==> src/rtl/mem_arbiter.sv <==
// Two-client memory arbiter: instruction reads and data reads/writes share one memory port.
// Round-robin on ties; each winning command is latched and runs to completion.
//
//   state   | meaning
//   IDLE    | no transaction; memory strobes low, next request picked at the edge
//   GRANT_I | instruction read owns the memory port
//   GRANT_D | data read/write owns the memory port
module mem_arbiter (
  input  logic        clk,
  input  logic        rst_n,
  input  logic        i_read,
  input  logic [15:0] i_address,
  output logic        i_resp,
  output logic [15:0] i_rdata,
  input  logic        d_read,
  input  logic        d_write,
  input  logic [1:0]  d_byte_enable,
  input  logic [15:0] d_address,
  input  logic [15:0] d_wdata,
  output logic        d_resp,
  output logic [15:0] d_rdata,
  output logic        mem_read,
  output logic        mem_write,
  output logic [1:0]  mem_byte_enable,
  output logic [15:0] mem_address,
  output logic [15:0] mem_wdata,
  input  logic        mem_resp,
  input  logic [15:0] mem_rdata
);

  localparam logic [1:0] IDLE    = 2'd0;
  localparam logic [1:0] GRANT_I = 2'd1;
  localparam logic [1:0] GRANT_D = 2'd2;

  logic [1:0]  state_q, state_d;
  logic        armed_q, armed_d;
  logic        last_d_q, last_d_d;
  logic        write_q, write_d;
  logic [15:0] addr_q, addr_d;
  logic [1:0]  be_q, be_d;
  logic [15:0] wdata_q, wdata_d;
  logic        i_resp_q, i_resp_d;
  logic        d_resp_q, d_resp_d;
  logic [15:0] i_rdata_q, i_rdata_d;
  logic [15:0] d_rdata_q, d_rdata_d;
  logic        d_req;

  assign d_req = d_read | d_write;

  always_comb begin
    state_d   = state_q;
    armed_d   = armed_q;
    last_d_d  = last_d_q;
    write_d   = write_q;
    addr_d    = addr_q;
    be_d      = be_q;
    wdata_d   = wdata_q;
    i_resp_d  = 1'b0;
    d_resp_d  = 1'b0;
    i_rdata_d = i_rdata_q;
    d_rdata_d = d_rdata_q;
    case (state_q)
      IDLE: begin
        armed_d = 1'b0;
        // On a tie the instruction port wins only if data was served last.
        if (i_read && (!d_req || last_d_q)) begin
          state_d = GRANT_I;
          write_d = 1'b0;
          addr_d  = i_address;
          be_d    = 2'b11;
          wdata_d = 16'h0000;
        end else if (d_req) begin
          state_d = GRANT_D;
          write_d = d_write;
          addr_d  = d_address;
          be_d    = d_byte_enable;
          wdata_d = d_wdata;
        end
      end
      GRANT_I, GRANT_D: begin
        // The first grant cycle only arms; a stale mem_resp cannot complete it.
        if (!armed_q) begin
          armed_d = 1'b1;
        end else if (mem_resp) begin
          state_d  = IDLE;
          armed_d  = 1'b0;
          last_d_d = (state_q == GRANT_D);
          if (state_q == GRANT_D) begin
            d_rdata_d = mem_rdata;
            d_resp_d  = 1'b1;
          end else begin
            i_rdata_d = mem_rdata;
            i_resp_d  = 1'b1;
          end
        end
      end
      default: state_d = IDLE;
    endcase
  end

  always_ff @(posedge clk or negedge rst_n) begin
    if (!rst_n) begin
      state_q   <= IDLE;
      armed_q   <= 1'b0;
      last_d_q  <= 1'b1;
      write_q   <= 1'b0;
      addr_q    <= 16'h0000;
      be_q      <= 2'b00;
      wdata_q   <= 16'h0000;
      i_resp_q  <= 1'b0;
      d_resp_q  <= 1'b0;
      i_rdata_q <= 16'h0000;
      d_rdata_q <= 16'h0000;
    end else begin
      state_q   <= state_d;
      armed_q   <= armed_d;
      last_d_q  <= last_d_d;
      write_q   <= write_d;
      addr_q    <= addr_d;
      be_q      <= be_d;
      wdata_q   <= wdata_d;
      i_resp_q  <= i_resp_d;
      d_resp_q  <= d_resp_d;
      i_rdata_q <= i_rdata_d;
      d_rdata_q <= d_rdata_d;
    end
  end

  assign mem_read        = (state_q != IDLE) && !write_q;
  assign mem_write       = (state_q != IDLE) && write_q;
  assign mem_byte_enable = be_q;
  assign mem_address     = addr_q;
  assign mem_wdata       = wdata_q;
  assign i_resp          = i_resp_q;
  assign d_resp          = d_resp_q;
  assign i_rdata         = i_rdata_q;
  assign d_rdata         = d_rdata_q;

endmodule

==> config.mk <==
export PLATFORM = sky130hd
export DESIGN_NAME = mem_arbiter
export DESIGN_NICKNAME = d
export VERILOG_FILES = /design/src/rtl/mem_arbiter.sv
export SDC_FILE = /design/constraint.sdc
export NUM_CORES = 1
export LEC_CHECK = 0
export BUFFER_PORTS_ARGS = -buffer_cell sky130_fd_sc_hd__clkbuf_2
export CAP_MARGIN = 40
export CORE_MARGIN = 2
export CORE_UTILIZATION = 50
export CTS_CLUSTER_SIZE = 25
export DETAILED_ROUTE_END_ITERATION = 8
export PLACE_DENSITY_LB_ADDON = 0.25
export SETUP_SLACK_MARGIN = 0.1
export SYNTH_ARGS = -nofsm -noshare
export SYNTH_HDL_FRONTEND = slang
export SYNTH_SLANG_ARGS = --single-unit
==> constraint.sdc <==
create_clock -name clk -period 3.19 [get_ports clk]
set_input_delay 0.638 -clock clk [delete_from_list [all_inputs] [get_ports clk]]
set_output_delay 0.638 -clock clk [all_outputs]
set_load 0.05 [all_outputs]
## Word-level counts from Yosys, hierarchy flattened

Cells that the tools add are included.

| word-level totals | value |
|---|---|
| flip-flop bits (word level) | 73 |
| input port bits | 72 |
| output and inout bits | 70 |
| logic and storage cells | 58 |

| cells by class | value |
|---|---|
| eq/ne operators | 5 |
| multiplexer cells | 24 |
| bitwise operators | 2 |
| reduce and logical (&&, ||, !) cells | 16 |

Operators with widths:

| operator | number |
|---|---|
| 16-bit 2-to-1 mux | 4 |
| 1-bit 2-to-1 mux | 12 |
| 2-bit 2-to-1 mux | 6 |
| 4-bit AND reduction | 2 |
| 3-bit AND reduction | 2 |
| 2-bit nonzero test | 3 |
| 2-bit inequality test (second input constant) | 2 |
| 2-bit case mux with 2 select lines | 1 |
| 1-bit logical AND | 3 |
| 3-bit inequality test (second input constant) | 1 |
| 2-bit by 1-bit equality test with 1-bit output (second input constant) | 1 |
| 2-bit equality test (second input constant) | 1 |
| 1-bit zero test | 2 |
| 2-bit zero test | 1 |
| 1-bit case mux with 2 select lines | 1 |
| 2-bit AND reduction | 1 |
| 2-bit OR reduction | 1 |
| 1-bit logical OR | 1 |
| 1-bit inverter | 1 |
| 1-bit OR | 1 |

## Depth between registers and ports, before layout

| logic depth | value |
|---|---|
| depth after elaboration | 6 |
| depth in mapped cells | 8 |

## Worst setup path before layout

OpenSTA, ideal clock, no wires.

| path | value |
|---|---|
| path type | flip-flop to output port |
| start | register state_q[1] |
| end | output port mem_write |
| arrival time | 1.468 ns |
| slack | 1.084 ns |
| stages on the path, launching flop included | 5 |
| path buffers | 1 |
| cell sequence | dfrtp_1 > inv_1 > ha_1 > buf_2 > nor2b_1 |

| on the way | value |
|---|---|
| cells in the longest elaborated chain, start to end | 2 |

RTL lines:

| element | RTL line | RTL |
|---|---|---|
| from (decl) | 35 | `logic [1:0] state_q, state_d;` |
| from (signal assigned) | 115 | `state_q <= state_d;` |
| 2-bit nonzero test | 130 | `assign mem_write = (state_q != IDLE) && write_q;` |
| 1-bit logical AND | 130 |  |
| to (decl) | 23 | `output logic mem_write,` |

No other way between the ends.

## Worst setup path in the final report

Ends and elaborated chain as after synthesis.

==> impl_metrics.env <==
export IMPL_clock_sinks=73
export IMPL_place_inst=442
export IMPL_number_of_nets_produced_by_synthesis=315
export IMPL_diodes_inserted=0
export IMPL_holdCritPathClass="in2async"
export IMPL_area_delta_synth_final_pct=30.2
export IMPL_finClkSkew_ns=0.0104
export IMPL_fp_dieArea_mm2=0.00671
export IMPL_post_synth_fa_ha_maj_area_fraction_pct=1.65
export IMPL_cts_tree="yes"
export IMPL_avgRoutedWirePerCell_um=15.6
export IMPL_final_design_area_no_fill_mm2=0.00395
export IMPL_drt_vias_per_instance=5.29
export IMPL_io_pins=142
export IMPL_drt_iter0_markers=131
export IMPL_track_usage_pct=22.1
export IMPL_reg2reg_slack_ns=1.10
export IMPL_grt_ovfl_total=0
export IMPL_drv_cap=0
export IMPL_route_final_wire_length_um=7160
export IMPL_fin_crit_sh_pct=68.6
export IMPL_worst_setup_path_start_kind="flop"
export IMPL_tightest_slew_ns=0.822
export IMPL_fp_dieW_um=81.9
export IMPL_placedInstanceArea_mm2=0.00376
export IMPL_timing_setup_tns_ns=0
export IMPL_gp_routability_congestion=0.802
export IMPL_synth_simple_area_share_pct=3.71
export IMPL_timing_final_hold_violations=0
export IMPL_cts_htree_levels=3
export IMPL_number_of_flip_flops_and_latches_in_the_synthesized_netlist=73
export IMPL_initial_utilization_pct=51.6
export IMPL_r2r_start="state_q[1]$_DFFE_PN0P_"
export IMPL_crit_required_ns=2.55
export IMPL_critical_path_reg2reg_endpoint="i_rdata[2]$_DFFE_PN0P_"
export IMPL_rsz0062_at_grt="false"
export IMPL_post_cts_repair_timing_setup_buffer_count=0
export IMPL_setup_worst_path_class="reg2out"
export IMPL_first_pass_iters=4
export IMPL_timing_final_crit_period_ns=2.19
export IMPL_layout_cell_share_with_drive_strength_beyond_1_pct=51.2
export IMPL_cts_root_buffer="sky130_fd_sc_hd__clkbuf_8"
export IMPL_layout_filler_cells=464
export IMPL_finalSetupViolCount=0
export IMPL_portBuffers=141
export IMPL_rows=28
export IMPL_crit_fanout=8
export IMPL_hold_buffers=0
export IMPL_hpwl_reported_at_the_end_of_detailed_placement_um=5180
export IMPL_drv_slew=0
export IMPL_tritoncts_num_buffers=9
export IMPL_layout_nets=454
export IMPL_status="finished, final reports clean"
export IMPL_most_frequent_standard_cell_in_the_layout_excluding_fill_and_tap_cells="sky130_fd_sc_hd__clkbuf_2"
export IMPL_yosysSeqAreaShare_pct=60.2
export IMPL_synth_compound_area_share_pct=17.6
export IMPL_yosysWarningCount=0
export IMPL_syn_cell_area_mm2=0.00304
export IMPL_core_region_area_mm2=0.00589
export IMPL_drc_errors=0
export IMPL_clock_tree_buffer_depth=2
export IMPL_route_antenna_remaining_nets=0
export IMPL_first_global_vias=2335
export IMPL_dominant_combinational_cell_family_by_area_after_synthesis="compound AO/OA/AOI/OAI gates"
export IMPL_layout_common_cells="140 x sky130_fd_sc_hd__clkbuf_2, 72 x sky130_fd_sc_hd__dfrtp_1, 33 x sky130_fd_sc_hd__mux2_2"
export IMPL_chip_height_um=81.9
export IMPL_post_cts_resized=0
export IMPL_detailroute_via_count=2424
export IMPL_grt_first_pass_wirelength_um=11000
export IMPL_timing_max_slew_rel_slack_pct=45.0
export IMPL_clk_latency_ns=0.34
export IMPL_clk_pin_slew_worst_paths_ns=0.08
export IMPL_netlist_instances=239
export IMPL_pin_count_of_the_biggest_net_entering_global_routing=42
export IMPL_worst_endpoint_arrival_ns=1.55
export IMPL_worst_setup_path_end_kind="output port"
export IMPL_post_synth_cell_area_avg_um2=12.7
export IMPL_synth_xor_area_share_pct=0
export IMPL_instances_no_fill=458
export IMPL_fmaxAchievable_mhz=457
export IMPL_yosys_mux_area_fraction_pct=12.2
export IMPL_synth_lib_cells_used_distinct=31
export IMPL_rr_worst_depth=5
export IMPL_number_of_antenna_violations_at_the_first_check_in_global_routing=0
## worst max path at each step
stage | cells after the start | start | endpoint
2_1_floorplan | 4 | state_q[1]$_DFFE_PN0P_ | mem_write
3_3_place_gp | 5 | state_q[1]$_DFFE_PN0P_ | i_rdata[10]$_DFFE_PN0P_
3_5_place_dp | 5 | state_q[1]$_DFFE_PN0P_ | i_rdata[2]$_DFFE_PN0P_
4_1_cts | 4 | state_q[1]$_DFFE_PN0P_ | mem_write
5_1_grt | 4 | state_q[1]$_DFFE_PN0P_ | mem_write
6_report | 4 | state_q[1]$_DFFE_PN0P_ | mem_write
## cell usage after synthesis (all sizes together)
| master | n | share of area, % |
|---|---|---|
| nor2 | 20 | 2.5 |
| dfrtp | 72 | 59 |
| o31a | 1 | 0.29 |
| a21o | 1 | 0.25 |
| mux2 | 33 | 12 |
| o21ba | 1 | 0.33 |
| a32o | 1 | 0.33 |
| buf | 13 | 3.2 |
| nand2 | 1 | 0.12 |
| clkbuf | 3 | 0.37 |
| and3 | 1 | 0.21 |
| inv | 8 | 0.99 |
| o21ai | 16 | 2.6 |
| a21boi | 1 | 0.25 |
| o32ai | 1 | 0.29 |
| ha | 4 | 1.6 |
| nor3 | 1 | 0.16 |
| a22o | 16 | 4.6 |
| a211o | 1 | 0.29 |
| o21bai | 1 | 0.37 |
| nand3 | 2 | 0.33 |
| a21oi | 20 | 3.7 |
| a31oi | 16 | 3.3 |
| nand2b | 1 | 0.21 |
| a2111oi | 1 | 0.29 |
| dfstp | 1 | 0.87 |
| o31ai | 1 | 0.70 |
| nor2b | 1 | 0.21 |
## worst max-delay path: stages, from the launching register on
cell and delay, ns:
sky130_fd_sc_hd__dfrtp_1 0.43, sky130_fd_sc_hd__inv_1 0.07, sky130_fd_sc_hd__ha_1 0.29, sky130_fd_sc_hd__nor2b_1 0.14, sky130_fd_sc_hd__clkbuf_2 0.28
## sequential cells by signal, indices dropped and copies added (netlist names)
register,cells
last_d_q,1
armed_q,1
state_q,2
write_q,1
mem_wdata,16
mem_byte_enable,2
i_rdata,16
d_resp,1
i_resp,1
d_rdata,16
mem_address,16
## metrics by stage
| stage | utilization (%) | hold WS (ns) | worst slack, ns |
|---|---|---|---|
| 5_1_grt | 67.1 | 0.243 | 0.853 |
| 3_3_place_gp | 63.6 | 0.486 | 1.15 |
| 2_1_floorplan | - | 0.342 | 1.08 |
| 6_report | 67.1 | 0.224 | 1.00 |
| 3_5_place_dp | 63.9 | 0.493 | 1.09 |
| 4_1_cts | 67.1 | 0.231 | 0.973 |
## per-layer routing
layer,vias up,GRT usage [%],wire [um]
met1,1183,28.1,2940
met3,14,5.38,417
met2,82,35.0,3620
met4,0,11.7,184
li1,1145,-,-
met5,-,0,0
## area by class of cell
cell class	instances	area, um2	share of cell area, %
Clock buffer	11	131	3.32
Clock inverter	5	56.3	1.42
Inverter	8	30.0	0.760
Multi-Input combinational cell	142	1070	27.0
Sequential cell	73	1830	46.3
Tap cell	75	93.8	2.37
Timing Repair Buffer	144	743	18.8
## logic make-up (layout without fill, tap and decap cells)
kind of cell / count (synthesis) / count (layout)
buf+inv: 24 / 168
mux: 33 / 33
compound gates: 78 / 78
simple gates: 27 / 27
fa+ha+maj: 4 / 4
flops: 73 / 73
Power is not shown: default switching activity piles up to over one toggle a cycle in this logic, so the estimate is an artifact.
